$ cat src/rtl/slv_wresp_gen.sv
// Slave-side AXI write response generator: queues AW info, binds W beats to it in order,
// and issues one B per burst with DECERR/SLVERR/OKAY classification.
module slv_wresp_gen #(
   parameter int unsigned       TRANS_SLV_ID_W  = 7,
   parameter int unsigned       TRANS_WR_RESP_W = 2,
   parameter int unsigned       ADDR_W          = 32,
   parameter int unsigned       OUTSTANDING_AMT = 8,
   parameter logic [ADDR_W-1:0] BASE_ADDR       = 32'h0000_0000,
   parameter logic [ADDR_W-1:0] ADDR_SIZE       = 32'h0001_0000
) (
   input  logic                       ACLK_i,
   input  logic                       ARESET_i,
   input  logic [TRANS_SLV_ID_W-1:0]  s_AWID_i,
   input  logic [ADDR_W-1:0]          s_AWADDR_i,
   input  logic [7:0]                 s_AWLEN_i,
   input  logic                       s_AWVALID_i,
   output logic                       s_AWREADY_o,
   input  logic                       s_WLAST_i,
   input  logic                       s_WVALID_i,
   output logic                       s_WREADY_o,
   output logic [TRANS_SLV_ID_W-1:0]  s_BID_o,
   output logic [TRANS_WR_RESP_W-1:0] s_BRESP_o,
   output logic                       s_BVALID_o,
   input  logic                       s_BREADY_i,
   output logic                       wr_beat_o
);

   localparam int unsigned PtrW = (OUTSTANDING_AMT > 1) ? $clog2(OUTSTANDING_AMT) : 1;
   localparam logic [TRANS_WR_RESP_W-1:0] RespOkay   = TRANS_WR_RESP_W'(0);
   localparam logic [TRANS_WR_RESP_W-1:0] RespSlvErr = TRANS_WR_RESP_W'(2);
   localparam logic [TRANS_WR_RESP_W-1:0] RespDecErr = TRANS_WR_RESP_W'(3);

   logic [TRANS_SLV_ID_W-1:0] id_mem_q  [OUTSTANDING_AMT];
   logic [7:0]                len_mem_q [OUTSTANDING_AMT];
   logic                      dec_mem_q [OUTSTANDING_AMT];

   logic [PtrW:0]               wr_ptr_q, wr_ptr_d, rd_ptr_q, rd_ptr_d;
   logic [7:0]                  cnt_q, cnt_d;
   logic                        bvalid_q, bvalid_d;
   logic [TRANS_SLV_ID_W-1:0]   bid_q, bid_d;
   logic [TRANS_WR_RESP_W-1:0]  bresp_q, bresp_d;

   logic                        fifo_full, fifo_empty;
   logic                        aw_hs, w_hs, decerr, at_len, burst_end;
   logic [TRANS_SLV_ID_W-1:0]   head_id;
   logic [7:0]                  head_len;
   logic                        head_dec;
   logic [TRANS_WR_RESP_W-1:0]  resp;
   logic [ADDR_W:0]             addr_ext, base_ext, lim_ext;

   // Extra pointer bit distinguishes full from empty.
   assign fifo_empty = (wr_ptr_q == rd_ptr_q);
   assign fifo_full  = (wr_ptr_q[PtrW] != rd_ptr_q[PtrW]) &&
                       (wr_ptr_q[PtrW-1:0] == rd_ptr_q[PtrW-1:0]);

   assign head_id  = id_mem_q[rd_ptr_q[PtrW-1:0]];
   assign head_len = len_mem_q[rd_ptr_q[PtrW-1:0]];
   assign head_dec = dec_mem_q[rd_ptr_q[PtrW-1:0]];

   assign addr_ext = {1'b0, s_AWADDR_i};
   assign base_ext = {1'b0, BASE_ADDR};
   assign lim_ext  = base_ext + {1'b0, ADDR_SIZE};
   assign decerr   = (addr_ext < base_ext) || (addr_ext >= lim_ext);

   assign s_AWREADY_o = ~fifo_full;
   assign s_WREADY_o  = ~fifo_empty & (~bvalid_q | s_BREADY_i);
   assign aw_hs       = s_AWVALID_i & s_AWREADY_o;
   assign w_hs        = s_WVALID_i & s_WREADY_o;
   assign wr_beat_o   = w_hs & ~head_dec;

   assign at_len    = (cnt_q == head_len);
   assign burst_end = s_WLAST_i | at_len;

   always_comb begin
      resp = RespOkay;
      if (head_dec) begin
         resp = RespDecErr;
      end else if (s_WLAST_i != at_len) begin
         resp = RespSlvErr;
      end
   end

   always_comb begin
      wr_ptr_d = wr_ptr_q + {{PtrW{1'b0}}, aw_hs};
      rd_ptr_d = rd_ptr_q;
      cnt_d    = cnt_q;
      bvalid_d = bvalid_q;
      bid_d    = bid_q;
      bresp_d  = bresp_q;
      if (bvalid_q && s_BREADY_i) begin
         bvalid_d = 1'b0;
      end
      if (w_hs) begin
         if (burst_end) begin
            rd_ptr_d = rd_ptr_q + {{PtrW{1'b0}}, 1'b1};
            cnt_d    = 8'd0;
            bvalid_d = 1'b1;
            bid_d    = head_id;
            bresp_d  = resp;
         end else begin
            cnt_d = cnt_q + 8'd1;
         end
      end
   end

   always_ff @(posedge ACLK_i) begin
      if (ARESET_i) begin
         wr_ptr_q <= '0;
         rd_ptr_q <= '0;
         cnt_q    <= '0;
         bvalid_q <= 1'b0;
         bid_q    <= '0;
         bresp_q  <= '0;
      end else begin
         wr_ptr_q <= wr_ptr_d;
         rd_ptr_q <= rd_ptr_d;
         cnt_q    <= cnt_d;
         bvalid_q <= bvalid_d;
         bid_q    <= bid_d;
         bresp_q  <= bresp_d;
      end
   end

   // Storage needs no reset; entries are only read while the pointers say they are valid.
   always_ff @(posedge ACLK_i) begin
      if (aw_hs) begin
         id_mem_q[wr_ptr_q[PtrW-1:0]]  <= s_AWID_i;
         len_mem_q[wr_ptr_q[PtrW-1:0]] <= s_AWLEN_i;
         dec_mem_q[wr_ptr_q[PtrW-1:0]] <= decerr;
      end
   end

   assign s_BVALID_o = bvalid_q;
   assign s_BID_o    = bid_q;
   assign s_BRESP_o  = bresp_q;

endmodule

$ cat config.mk
export PLATFORM = sky130hd
export DESIGN_NAME = slv_wresp_gen
export DESIGN_NICKNAME = d
export VERILOG_FILES = /design/src/rtl/slv_wresp_gen.sv
export SDC_FILE = /design/constraint.sdc
export NUM_CORES = 1
export LEC_CHECK = 0
export CAP_MARGIN = 20
export CORE_MARGIN = 2
export CORE_UTILIZATION = 36
export DETAILED_ROUTE_END_ITERATION = 12
export PLACE_DENSITY = 0.53
export SKIP_CTS_REPAIR_TIMING = 1
export SLEW_MARGIN = 20
export SYNTH_ARGS = -nofsm -noshare
export SYNTH_HDL_FRONTEND = slang
export SYNTH_SLANG_ARGS = --single-unit
$ cat constraint.sdc
create_clock -name ACLK_i -period 4 [get_ports ACLK_i]
set_input_delay 1.2 -clock ACLK_i [delete_from_list [all_inputs] [get_ports ACLK_i]]
set_output_delay 1.2 -clock ACLK_i [all_outputs]
set_load 0.05 [all_outputs]
After elaboration in Yosys (flattened, before gate mapping)
Memory sizes are Yosys's and may differ from the RTL's. A register that Yosys moved wholly into a read port is not among the register bits.
Cells that the tools add are included.
{"block": "word_totals", "inputBits": 53, "mem_bits_rw": 128, "output_inout_bits": 13, "mem_count": 3, "elab_cells": 44, "reg_bits": 19}
{"block": "classes", "reduce_logical": 4, "eq_ne": 5, "n_bitwise": 10, "add_sub_neg": 3, "mux": 12, "order_cmp": 2}
{"memory": "len_mem_q", "depth": 8, "width": 8, "read_ports": 1, "rd_ports_with_merged_regs": 1, "wr": 1, "line": "34", "source": "logic [7:0] len_mem_q [OUTSTANDING_AMT];"}
{"memory": "id_mem_q", "depth": 8, "width": 7, "read_ports": 1, "rd_ports_with_merged_regs": 1, "wr": 1, "line": "33", "source": "logic [TRANS_SLV_ID_W-1:0] id_mem_q [OUTSTANDING_AMT];"}
{"memory": "dec_mem_q", "depth": 8, "width": 1, "read_ports": 1, "rd_ports_with_merged_regs": 1, "wr": 1, "line": "35", "source": "logic dec_mem_q [OUTSTANDING_AMT];"}
{"operator": "32-bit by 17-bit greater-or-equal comparator with 1-bit output, second input constant", "count": 1}
{"operator": "32-bit by 1-bit less-than comparator with 1-bit output, second input constant", "count": 1}
{"operator": "3-bit 2-to-1 mux", "count": 4}
{"operator": "8-bit by 1-bit adder with 8-bit output, second input constant", "count": 1}
{"operator": "8-bit equality test", "count": 1}
{"operator": "8-bit 2-to-1 mux", "count": 1}
{"operator": "1-bit 2-to-1 mux", "count": 5}
{"operator": "4-bit by 1-bit adder with 4-bit output", "count": 1}
{"operator": "4-bit by 1-bit adder with 4-bit output, second input constant", "count": 1}
{"operator": "1-bit bitwise AND", "count": 4}
{"operator": "4-bit equality test", "count": 1}
{"operator": "2-bit 2-to-1 mux", "count": 2}
{"operator": "1-bit NOT", "count": 4}
{"operator": "3-bit equality test", "count": 1}
{"operator": "1-bit logical AND", "count": 2}
{"operator": "1-bit != test", "count": 2}
{"operator": "1-bit bitwise OR", "count": 2}
{"operator": "2-bit AND reduction", "count": 1}
{"operator": "1-bit logical OR", "count": 1}

Depth between registers and ports, before layout
Gate-level depths: netlist (run 1).
{"block": "logic_depth", "depth_word": 7, "mapped_depth": 13, "ltp_nobuf": 9}

Least setup slack after synthesis (run 1)
Ideal clock, no wire load.
{"block": "synth_path", "path_kind": "input -> output", "start": "input s_BREADY_i", "end": "output wr_beat_o", "required_ps": 2800, "arrival_time_ps": 2789, "n_path_buf": 0, "stages": 5, "path_slack_ps": 11, "cell_sequence": "nor2b_1 > a41o_1 > inv_1 > nand2_1 > nor2_1"}
{"block": "synth_via", "elab_chain_cells": 4}
{"item": "from (decl)", "line": "24", "source": "input logic s_BREADY_i,"}
{"item": "1-bit bitwise OR", "line": "66", "source": "assign s_WREADY_o = ~fifo_empty & (~bvalid_q | s_BREADY_i);"}
{"item": "1-bit bitwise AND", "line": "66"}
{"item": "net s_WREADY_o", "line": "20", "source": "output logic s_WREADY_o,"}
{"item": "1-bit bitwise AND", "line": "68", "source": "assign w_hs = s_WVALID_i & s_WREADY_o;"}
{"item": "1-bit bitwise AND", "line": "69", "source": "assign wr_beat_o = w_hs & ~head_dec;"}
{"item": "to (decl)", "line": "25", "source": "output logic wr_beat_o"}
The timed path passes the listed nets, and every way through them passes these cells.

Final worst setup path (run 1)
{"block": "layout_path", "start": "input s_BREADY_i", "end": "output wr_beat_o"}
{"block": "layout_via", "elab_chain_cells": 4}
{"item": "1-bit bitwise OR", "line": "66"}
{"item": "1-bit bitwise AND", "line": "66"}
{"item": "1-bit bitwise AND", "line": "68"}
{"item": "1-bit bitwise AND", "line": "69"}
Every way passes these cells.

==> results of run 1 <==
registers in the layout (all words and copies together) (netlist names), named ones only:
register	flops
s_BRESP_o	2
rd_ptr_q	4
dec_mem_q	8
cnt_q	8
id_mem_q	56
s_BID_o	7
s_BVALID_o	1
len_mem_q	64
wr_ptr_q	4
power groups by stage:
stage	sequential (mW)	combinational, mW	clock [mW]
after floorplan	1.89	0.178	0
after global placement	1.87	0.344	0
after detailed placement	1.87	0.348	0
after CTS	1.83	0.349	1.59
after global routing	1.83	0.371	1.65
final	1.83	0.343	1.56
how the worst max path moves through the flow:
stage	startpoint	end	slack, ps	cells past startpoint
after floorplan	s_BREADY_i	wr_beat_o	10	5
after global placement	s_BREADY_i	wr_beat_o	220	7
after detailed placement	s_BREADY_i	wr_beat_o	210	7
after CTS	s_BREADY_i	wr_beat_o	200	7
after global routing	s_BREADY_i	wr_beat_o	140	7
final	s_BREADY_i	wr_beat_o	220	7
logic make-up (layout without fill, tap and decap cells):
kind of cell,Yosys count,in the layout
buf+inv,24,105
xor+xnor,20,20
simple gates,94,94
compound gates,18,18
mux,50,50
flops,157,157
fa+ha+maj,6,6
stage by stage:
stage / area, um^2 / power [mW]
after floorplan: 6255 / 2.072
after global placement: 7099 / 2.209
after detailed placement: 7099 / 2.215
after CTS: 7676 / 3.767
after global routing: 7676 / 3.859
final: 7676 / 3.731
cell usage in the layout (no fill, tap or decap), drive strengths merged, types with 7 or more instances in the layout:
| cell | Yosys | layout |
|---|---|---|
| nand2 | 10 | 10 |
| a211oi | 7 | 7 |
| nor4 | 7 | 7 |
| clkdlybuf4s50 | 0 | 47 |
| inv | 6 | 15 |
| nand4 | 9 | 9 |
| clkbuf | 7 | 17 |
| mux2i | 21 | 21 |
| nor2 | 31 | 31 |
| nand3 | 8 | 8 |
| mux4 | 28 | 28 |
| edfxtp | 128 | 128 |
| buf | 11 | 20 |
| xnor2 | 13 | 13 |
| nor3 | 10 | 10 |
| dfxtp | 29 | 29 |
| xor2 | 7 | 7 |
worst min-delay path, cell delays in order (launching register included):
cell	delay (ps)
dfxtp_1	350
nand2_1	70
a21oi_1	50
area by class of cell:
cell class                 count  area [um^2]  area share [%]
inverter                       6        22.52          0.2934
multi-input combinational    188         1725           22.48
timing repair buffer          67        645.6           8.411
clock buffer                  17        425.4           5.542
clock inverter                15        151.4           1.972
sequential                   157         4424           57.64
tap                          225        281.5           3.667
metal layers:
metal	global-route usage, %	routed length, um	vias up
met2	24.33	6409	76
met5	0	0	-
met4	6.481	288	0
li1	-	-	1571
met1	18.60	5466	1657
met3	3.691	523	14
==> out/metrics.csv, run 1 <==
metric;value;unit
clk_pin_slew;60;ps
placed_cells;643;
rr_worst_depth;11;
globalplace.congestion;0.7339;
grt_pass1_vias;3437;
synth.area.mux_share;13.80;%
netlist_top_cells_area;edfxtp_1, dfxtp_1, mux4_2;
design.die.area;18440;um^2
synth_area_leader_cell;edfxtp_1;
synth.avg_cell_area;16.95;um^2
synth.ff_latch_count;157;
cp.required;2800;ps
grt_first_pass_wirelength;19.58;mm
flow.area_growth_from_synthesis;22.72;%
regToRegSetupSlack;690;ps
routed_wl;12.69;mm
worstHoldPathType;register to register;
transition_time_at_the_pin_with_the_least_slew_margin;730.3;ps
insertion_delay;420;ps
share_comb_of_total_power;9.2;%
max-cap-violations;0;
num_vias;3318;
initial_core_util;36.54;%
setup_total_negative_slack;0;ps
synth_compound_area_share;2.000;%
finish.utilization;44.85;%
leakagePower;2.451;nW
antenna_violating_nets_post_route;0;
syn_area;6255;um^2
critical_path.endpoint_type;primary output;
detail_route.vias_per_cell;4.916;
finalWorstPathRequiredPeriod;3779;ps
worst_vdd_ir;290.9;uV
layout_cells_sized_above_1;18.22;%
synth-edff-count;128;
ys_async_sr_fraction;0;%
worstHoldEndpoint;cnt_q[1];
largest_net_degree_at_the_start_of_global_routing;22;
post_layout_nonfiller_instances;675;
setup_repair_after_global_routing_missed_its_margin;false;
net_load_switching_power;886.8;uW
timing.critical_path.max_delay_family;buffers and inverters;
final.setup.worst_slack;220.9;ps
powerDensity;486.1;nW/um^2
critical_path_at;2580;ps
antenna_violations_before_repair;0;
place.port_buffers;49;
crit_chain;clkdlybuf4s50_1, nor2b_1, a41o_1, inv_1, nand2_1, nor2_1, buf_12;
synth.distinct_cells;34;
yosys.area_share.xor_xnor;2.801;%
grt-ovfl-total;0;
tritoncts_buffers;17;
dieHeight;135.8;um
synth_most_common_cell;edfxtp_1;
drc;0;
core_region_area;17120;um^2
post_synth_and_or_nand_nor_area_fraction;7.622;%
antenna_cells_inserted;0;
critical-path-slowest-cell;clkdlybuf4s50_1;
p_int;2.844;mW
category_of_the_worst_setup_path_launch_point;primary input;
hold_path_depth;2;
cts_num_sinks;157;
synth.cells.most_frequent;edfxtp_1, nor2_1, dfxtp_1, mux4_2, mux2i_1;
path_buf_inv;3;
seq_power_share;49.1;%
outcome;finished, final reports clean;
slew_violations;0;
timing_worst_setup_path_type;primary input to primary output;
first_iter_violations;271;
clockBufferDepth;2;
number_of_instances_in_the_synthesized_netlist;369;
max_slew_margin;51.16;%
synth_top_family_by_area;multiplexers;
cts_max_level;4;
tritoncts;done;
synth-main-ff-cell;edfxtp_1;
finalHoldWorstSlack;509.3;ps
p_clk_share;41.7;%
worst_path_largest_cell_delay;460;ps
place_worst_setup_slack;211.4;ps
dp_hpwl;7.585;mm
switching_share;23.77;%
ctsRootBufferMaster;clkbuf_16;
crit_path_max_fanout;5;
final_hold_viol_count;0;
timing.hold.worst.start;cnt_q[1];
die_x;135.8;um
number_of_nets_produced_by_synthesis;428;
drt-pass1-iter-count;4;
globalRouteTotalUtil;14.79;%
finClkSkew;12.56;ps
n_fill_cell;1495;
layout.nets;496;
finalSetupViolCount;0;
min_period_over_period;94.48;%
synth_top_area_share;61.45;%
routedWlPerCell;18.80;um
top_ports;66;
adder_and_majority_gate_portion_of_the_synthesized_area;1.200;%
fmax;264.6;MHz
ys.warnings.count;0;
ys_seq_area_share;70.73;%
rows;48;
(Power assumes the default switching activity.)
==> run 2: changes to the inputs <==
--- a/config.mk
+++ b/config.mk
@@ -6,7 +6,7 @@
 export NUM_CORES = 1
 export LEC_CHECK = 0
 export CAP_MARGIN = 20
-export CORE_MARGIN = 2
+export CORE_MARGIN = 1
 export CORE_UTILIZATION = 36
 export DETAILED_ROUTE_END_ITERATION = 12
 export PLACE_DENSITY = 0.53
==> out/metrics.csv, run 2 (synthesized netlist as in run 1, its figures left out) <==
metric;value;unit;change
layout_common_cells;edfxtp_1, clkdlybuf4s50_1, nor2_1;;
setup_total_negative_slack;0;ps;unchanged
grt_pass1_vias;3404;;-0.96%
globalRouteTotalUtil;15.24;%;+0.45 points
detail_route.vias_per_cell;5.031;;+2.4%
antenna_violations_before_repair;0;;unchanged
finClkSkew;8.030;ps;-4.526 ps
max_slew_margin;44.94;%;-6.2 points
die_x;133.8;um;-1.5%
crit_path_max_fanout;5;;unchanged
final.setup.worst_slack;242.1;ps;+21.21 ps
rows;47;;-2.1%
dieHeight;133.8;um;-1.5%
max-cap-violations;0;;unchanged
mostFrequentLayoutCell;edfxtp_1;;
cts_num_sinks;157;;unchanged
final_hold_viol_count;0;;unchanged
hold_path_depth;2;;unchanged
drc;0;;unchanged
timing_worst_setup_path_type;primary input to primary output;;
layout.area.seq;4424;um^2;unchanged
crit_chain;clkdlybuf4s50_1, nor2b_1, a41o_1, inv_1, nand2_1, nor2_1, buf_12;;
powerDensity;491.4;nW/um^2;+1.1%
n_fill_cell;1424;;-4.7%
routed_wl;12.35;mm;-2.7%
finalWorstPathRequiredPeriod;3758;ps;-21.21 ps
leakagePower;2.496;nW;+1.9%
regToRegEndpoint;rd_ptr_q[1];;
critical_path_at;2560;ps;-20 ps
antenna_cells_inserted;0;;unchanged
timing.hold.worst.start;s_BRESP_o[1];;
dp_hpwl;7.939;mm;+4.7%
top_ports;66;;unchanged
slew_violations;0;;unchanged
fmax;266.1;MHz;+0.56%
rr_worst_depth;11;;unchanged
setup_repair_after_global_routing_missed_its_margin;false;;
regToRegSetupSlack;650;ps;-40 ps
routedWlPerCell;18.35;um;-2.4%
core_region_area;16760;um^2;-2.1%
share_comb_of_total_power;9.1;%;about the same
worst_vdd_ir;291.2;uV;about the same
layout.nets;499;;+0.60%
transition_time_at_the_pin_with_the_least_slew_margin;821.4;ps;+91.10 ps
net_load_switching_power;857.2;uW;-3.3%
critical-path-slowest-cell;clkdlybuf4s50_1;;
clk_pin_slew;60;ps;about the same
worst_path_largest_cell_delay;450;ps;about the same
ctsRootBufferMaster;clkbuf_16;;
cts_max_level;4;;unchanged
grt_first_pass_wirelength;19.60;mm;about the same
first_iter_violations;204;;-25%
layout_cells_sized_above_1;18.54;%;+0.32 points
worstHoldEndpoint;s_BRESP_o[1];;
largest_register_ff_count;64;;unchanged
design.die.area;17910;um^2;-2.9%
num_vias;3386;;+2.0%
p_clk_share;43.0;%;+1.3 points
globalplace.congestion;0.7144;;-2.7%
switching_share;22.43;%;-1.3 points
antenna_violating_nets_post_route;0;;unchanged
largest_net_degree_at_the_start_of_global_routing;23;;+4.5%
insertion_delay;420;ps;about the same
cp.required;2800;ps;about the same
min_period_over_period;93.95;%;-0.53 points
initial_core_util;37.32;%;+0.78 points
critical_path.endpoint_type;primary output;;
worstHoldPathType;register to register;;
clockBufferDepth;2;;unchanged
outcome;finished, final reports clean;;
place.port_buffers;49;;unchanged
drt-pass1-iter-count;4;;unchanged
place_worst_setup_slack;225.0;ps;+13.58 ps
tritoncts_buffers;17;;unchanged
crit_path_start;s_BREADY_i;;
finalSetupViolCount;0;;unchanged
tritoncts;done;;
p_int;2.964;mW;+4.2%
grt-ovfl-total;0;;unchanged
seq_power_share;47.9;%;-1.2 points
category_of_the_worst_setup_path_launch_point;primary input;;
area_taken_by_multi_input_logic_gates;1725;um^2;unchanged
flow.area_growth_from_synthesis;24.32;%;
==> run 2: layout make-up <==
| type | count | area share (%) |
|---|---|---|
| Clock inverter | 15 | 2.381 |
| Timing Repair Buffer | 70 | 9.236 |
| Sequential cell | 157 | 56.89 |
| Multi-Input combinational cell | 188 | 22.19 |
| Inverter | 6 | 0.2896 |
| Tap cell | 220 | 3.540 |
| Clock buffer | 17 | 5.471 |
==> run 2: power by group through the flow <==
stage	registers, mW	logic (mW)	clock network, mW
floorplan	1.89	0.178	0
global placement	1.87	0.350	0
detailed placement	1.87	0.354	0
CTS	1.83	0.354	1.68
global route	1.84	0.379	1.75
finish	1.83	0.347	1.64
==> run 2: worst max-delay path by stage <==
| stage | to | slack [ps] | cells after the start |
|---|---|---|---|
| detailed placement | wr_beat_o | 220 | 7 |
| CTS | wr_beat_o | 220 | 7 |
| global route | wr_beat_o | 140 | 7 |
| global placement | wr_beat_o | 240 | 7 |
| floorplan | wr_beat_o | 10 | 5 |
| finish | wr_beat_o | 240 | 7 |
==> run 2: metrics by stage <==
step | total power, mW | instances | hold WS, ps | instance area, um^2 | util [%]
detailed placement | 2.221 | 641 | 495.7 | 7166 | 42.75
global placement | 2.215 | 641 | 481.0 | 7166 | 42.75
finish | 3.821 | 673 | 496.6 | 7776 | 46.40
floorplan | 2.072 | 369 | 472.7 | 6255 | -
CTS | 3.864 | 673 | 504.8 | 7776 | 46.40
global route | 3.960 | 673 | 531.6 | 7776 | 46.40
==> run 2: layer usage <==
metal | vias up | share of wire [%] | wire length [um] | global-route usage (%)
met3 | 10 | 3.4 | 419 | 3.704
met4 | 0 | 1.2 | 149 | 5.871
met5 | - | 0 | 0 | 0
li1 | 1580 | - | - | -
met2 | 69 | 49 | 6073 | 24.32
met1 | 1727 | 46 | 5707 | 20.13
==> run 2: worst max-delay path, delay by kind of cell <==
kind	cells	cell delay (ps)
AND/OR/NAND/NOR	3	330
buffers and inverters	3	740
AO/OA/AOI/OAI	1	260
==> run 3: changes to the inputs <==
--- a/config.mk
+++ b/config.mk
@@ -5,10 +5,12 @@
 export SDC_FILE = /design/constraint.sdc
 export NUM_CORES = 1
 export LEC_CHECK = 0
+export ABC_AREA = 1
 export CAP_MARGIN = 20
 export CORE_MARGIN = 1
 export CORE_UTILIZATION = 36
 export DETAILED_ROUTE_END_ITERATION = 12
+export GPL_TIMING_DRIVEN = 0
 export PLACE_DENSITY = 0.53
 export SKIP_CTS_REPAIR_TIMING = 1
 export SLEW_MARGIN = 20
==> out/metrics.csv, run 3 <==
metric;value;unit;change
tritoncts;done;;
synth.ff_latch_count;157;;unchanged
die_x;138.6;um;+3.6%
syn_area;6720;um^2;+7.4%
timing_worst_setup_path_type;primary input to primary output;;
fmax;256.4;MHz;-3.7%
detail_route.vias_per_cell;4.908;;-2.5%
core_region_area;18150;um^2;+8.3%
ys_async_sr_fraction;0;%;unchanged
p_clk_share;44.1;%;+1.1 points
ctsRootBufferMaster;clkbuf_16;;
rr_worst_depth;16;;+5
switching_share;23.33;%;+0.90 points
final_design_area_no_fill;8250;um^2;+6.1%
cp.required;2800;ps;about the same
synth.cells.most_frequent;nand2_1, edfxtp_1, nor2_1, inv_1, nand3_1;;
max_slew_margin;54.31;%;+9.4 points
cts_num_sinks;157;;unchanged
place_worst_setup_slack;-313.5;ps;-538.4 ps
tritoncts_buffers;17;;unchanged
ys.warnings.count;0;;unchanged
slew_violations;0;;unchanged
crit_path_max_fanout;10;;+5
layout.area.seq;4424;um^2;unchanged
powerDensity;482.7;nW/um^2;-1.8%
synth_most_common_cell;nand2_1;;
finalHoldWorstSlack;463.0;ps;-33.67 ps
finClkSkew;9.658;ps;+1.627 ps
routed_wl;16.74;mm;+36%
largest_net_degree_at_the_start_of_global_routing;17;;-26%
synth_area_leader_cell;edfxtp_1;;
routedWlPerCell;16.94;um;-7.7%
clk_pin_slew;60;ps;about the same
timing.hold.worst.start;s_BRESP_o[0];;
mostFrequentLayoutCell;nand2_1;;
max-cap-violations;0;;unchanged
netlist_top_cells_area;edfxtp_1, nand2_1, dfxtp_1;;
outcome;finished, violations left;;
n_fill_cell;1692;;+19%
violations_in_the_final_reports;DRC;;
clockBufferDepth;2;;unchanged
number_of_instances_in_the_synthesized_netlist;673;;+82%
antenna_violations_before_repair;0;;unchanged
dp_hpwl;11.08;mm;+40%
initial_core_util;37.03;%;-0.29 points
globalplace.congestion;0.8153;;+14%
number_of_nets_produced_by_synthesis;732;;+71%
drc;3;;+3
layout_common_cells;nand2_1, edfxtp_1, nor2_1;;
antenna_violating_nets_post_route;0;;unchanged
drt-pass1-iter-count;9;;+5
critical_path.endpoint_type;primary output;;
synth-edff-count;128;;unchanged
antenna_cells_inserted;0;;unchanged
final.setup.worst_slack;99.56;ps;-142.6 ps
seq_power_share;46.0;%;-1.9 points
hold_path_depth;2;;unchanged
share_comb_of_total_power;9.9;%;+0.8 points
dieHeight;138.6;um;+3.6%
setup_repair_after_global_routing_missed_its_margin;false;;
totalPowerFinal;3.982;mW;+4.2%
worstHoldPathType;register to register;;
synth.avg_cell_area;9.985;um^2;-41%
finalWorstPathRequiredPeriod;3900;ps;+142.6 ps
layout_cells_sized_above_1;8.696;%;-9.8 points
synth.distinct_cells;32;;-5.9%
final_hold_viol_count;0;;unchanged
met3_length;844;um;+100%
largest_register_ff_count;64;;unchanged
flow.area_growth_from_synthesis;22.77;%;
worstHoldEndpoint;s_BRESP_o[0];;
num_vias;4849;;+43%
synth_top_area_share;57.20;%;-4.3 points
place.port_buffers;49;;unchanged
insertion_delay;430;ps;about the same
critical_path_at;2700;ps;+140 ps
worst_vdd_ir;264.3;uV;-9.2%
area_taken_by_multi_input_logic_gates;1907;um^2;+11%
category_of_the_worst_setup_path_launch_point;primary input;;
ys_seq_area_share;65.84;%;-4.9 points
route.layer.met1.wl;7.679;mm;+35%
grt-ovfl-total;0;;unchanged
grt_pass1_vias;4778;;+40%
transition_time_at_the_pin_with_the_least_slew_margin;683.7;ps;-137.7 ps
net_load_switching_power;929.0;uW;+8.4%
routed-wl-met2;7.916;mm;+30%
regToRegSetupSlack;1040;ps;+390 ps
dpl-instance-area;7601;um^2;+6.1%
leakagePower;3.243;nW;+30%
first_iter_violations;399;;+96%
finalSetupViolCount;0;;unchanged
globalRouteTotalUtil;18.52;%;+3.3 points
p_int;3.053;mW;+3.0%
cts_max_level;4;;unchanged
rows;49;;+4.3%
top_ports;66;;unchanged
design.die.area;19220;um^2;+7.3%
min_period_over_period;97.51;%;+3.6 points
layout.nets;805;;+61%
topRoutingLayerUsed;met4;;
grt_first_pass_wirelength;26.67;mm;+36%
synth-main-ff-cell;edfxtp_1;;
[run 3: cell types whose count changed in the layout (fill, tap and decap cells not counted), moves of 13 or more]
cell and delta:
nand2_1 +164, inv_1 +66, nand3_1 +49, nor2_1 +47, o21ai_0 +35, mux4_2 -25
mux2i_1 -21, o22ai_1 +14, buf_4 -13
[run 3: power groups by stage]
| stage | clock network, mW | registers (mW) | logic, mW |
|---|---|---|---|
| finish | 1.76 | 1.83 | 0.394 |
| global route | 1.85 | 1.83 | 0.435 |
| CTS | 1.78 | 1.83 | 0.396 |
| detailed placement | 0 | 1.87 | 0.394 |
| global placement | 0 | 1.87 | 0.375 |
| floorplan | 0 | 1.89 | 0.200 |
[run 3: logic make-up after synthesis]
logic type	share of synthesized area [%]
DFF	65.84
buffers and inverters	6.386
and+or+nand+nor	20.13
xor gates and xnor gates	0.9123
adders and majority gates	1.117
AOI/OAI and AO/OA	5.623
[run 3: metrics by stage]
step / std cells / TNS (ps) / utilization, %
finish: 988 / 0 / 45.46
CTS: 988 / -386.5 / 45.44
global placement: 951 / -383.6 / 41.31
detailed placement: 956 / -386.3 / 41.89
global route: 988 / 0 / 45.46
floorplan: 673 / 0 / -
[run 3: cell type report]
class	instances	area share, %
plain buffers	27	1.759
well taps	229	3.473
clock buffers	17	5.156
clock inverters	15	2.654
multi-input cells	414	23.11
inverters	75	3.443
repair buffers	54	6.779
flip-flops and latches	157	53.62
[run 3: critical path, stage by stage]
cell and delay (ps):
clkdlybuf4s50_1 450, inv_1 30, nand2_1 150, nand3_2 180, buf_6 190, nor2_1 70
dlymetal6s2s_1 420
[run 3: layer usage]
metal  global-route usage [%]  vias up
met5                        0        -
met3                    3.695       19
met1                    24.42     2304
met4                    7.076        0
met2                    30.22      146
li1                         -     2380
[run 3: worst max-delay path by stage]
| stage | endpoint | slack [ps] | from |
|---|---|---|---|
| floorplan | s_WREADY_o | 290 | s_BREADY_i |
| global placement | wr_beat_o | -330 | s_BREADY_i |
| detailed placement | wr_beat_o | -310 | s_BREADY_i |
| CTS | wr_beat_o | -310 | s_BREADY_i |
| global route | wr_beat_o | 8 | s_BREADY_i |
| finish | wr_beat_o | 100 | s_BREADY_i |
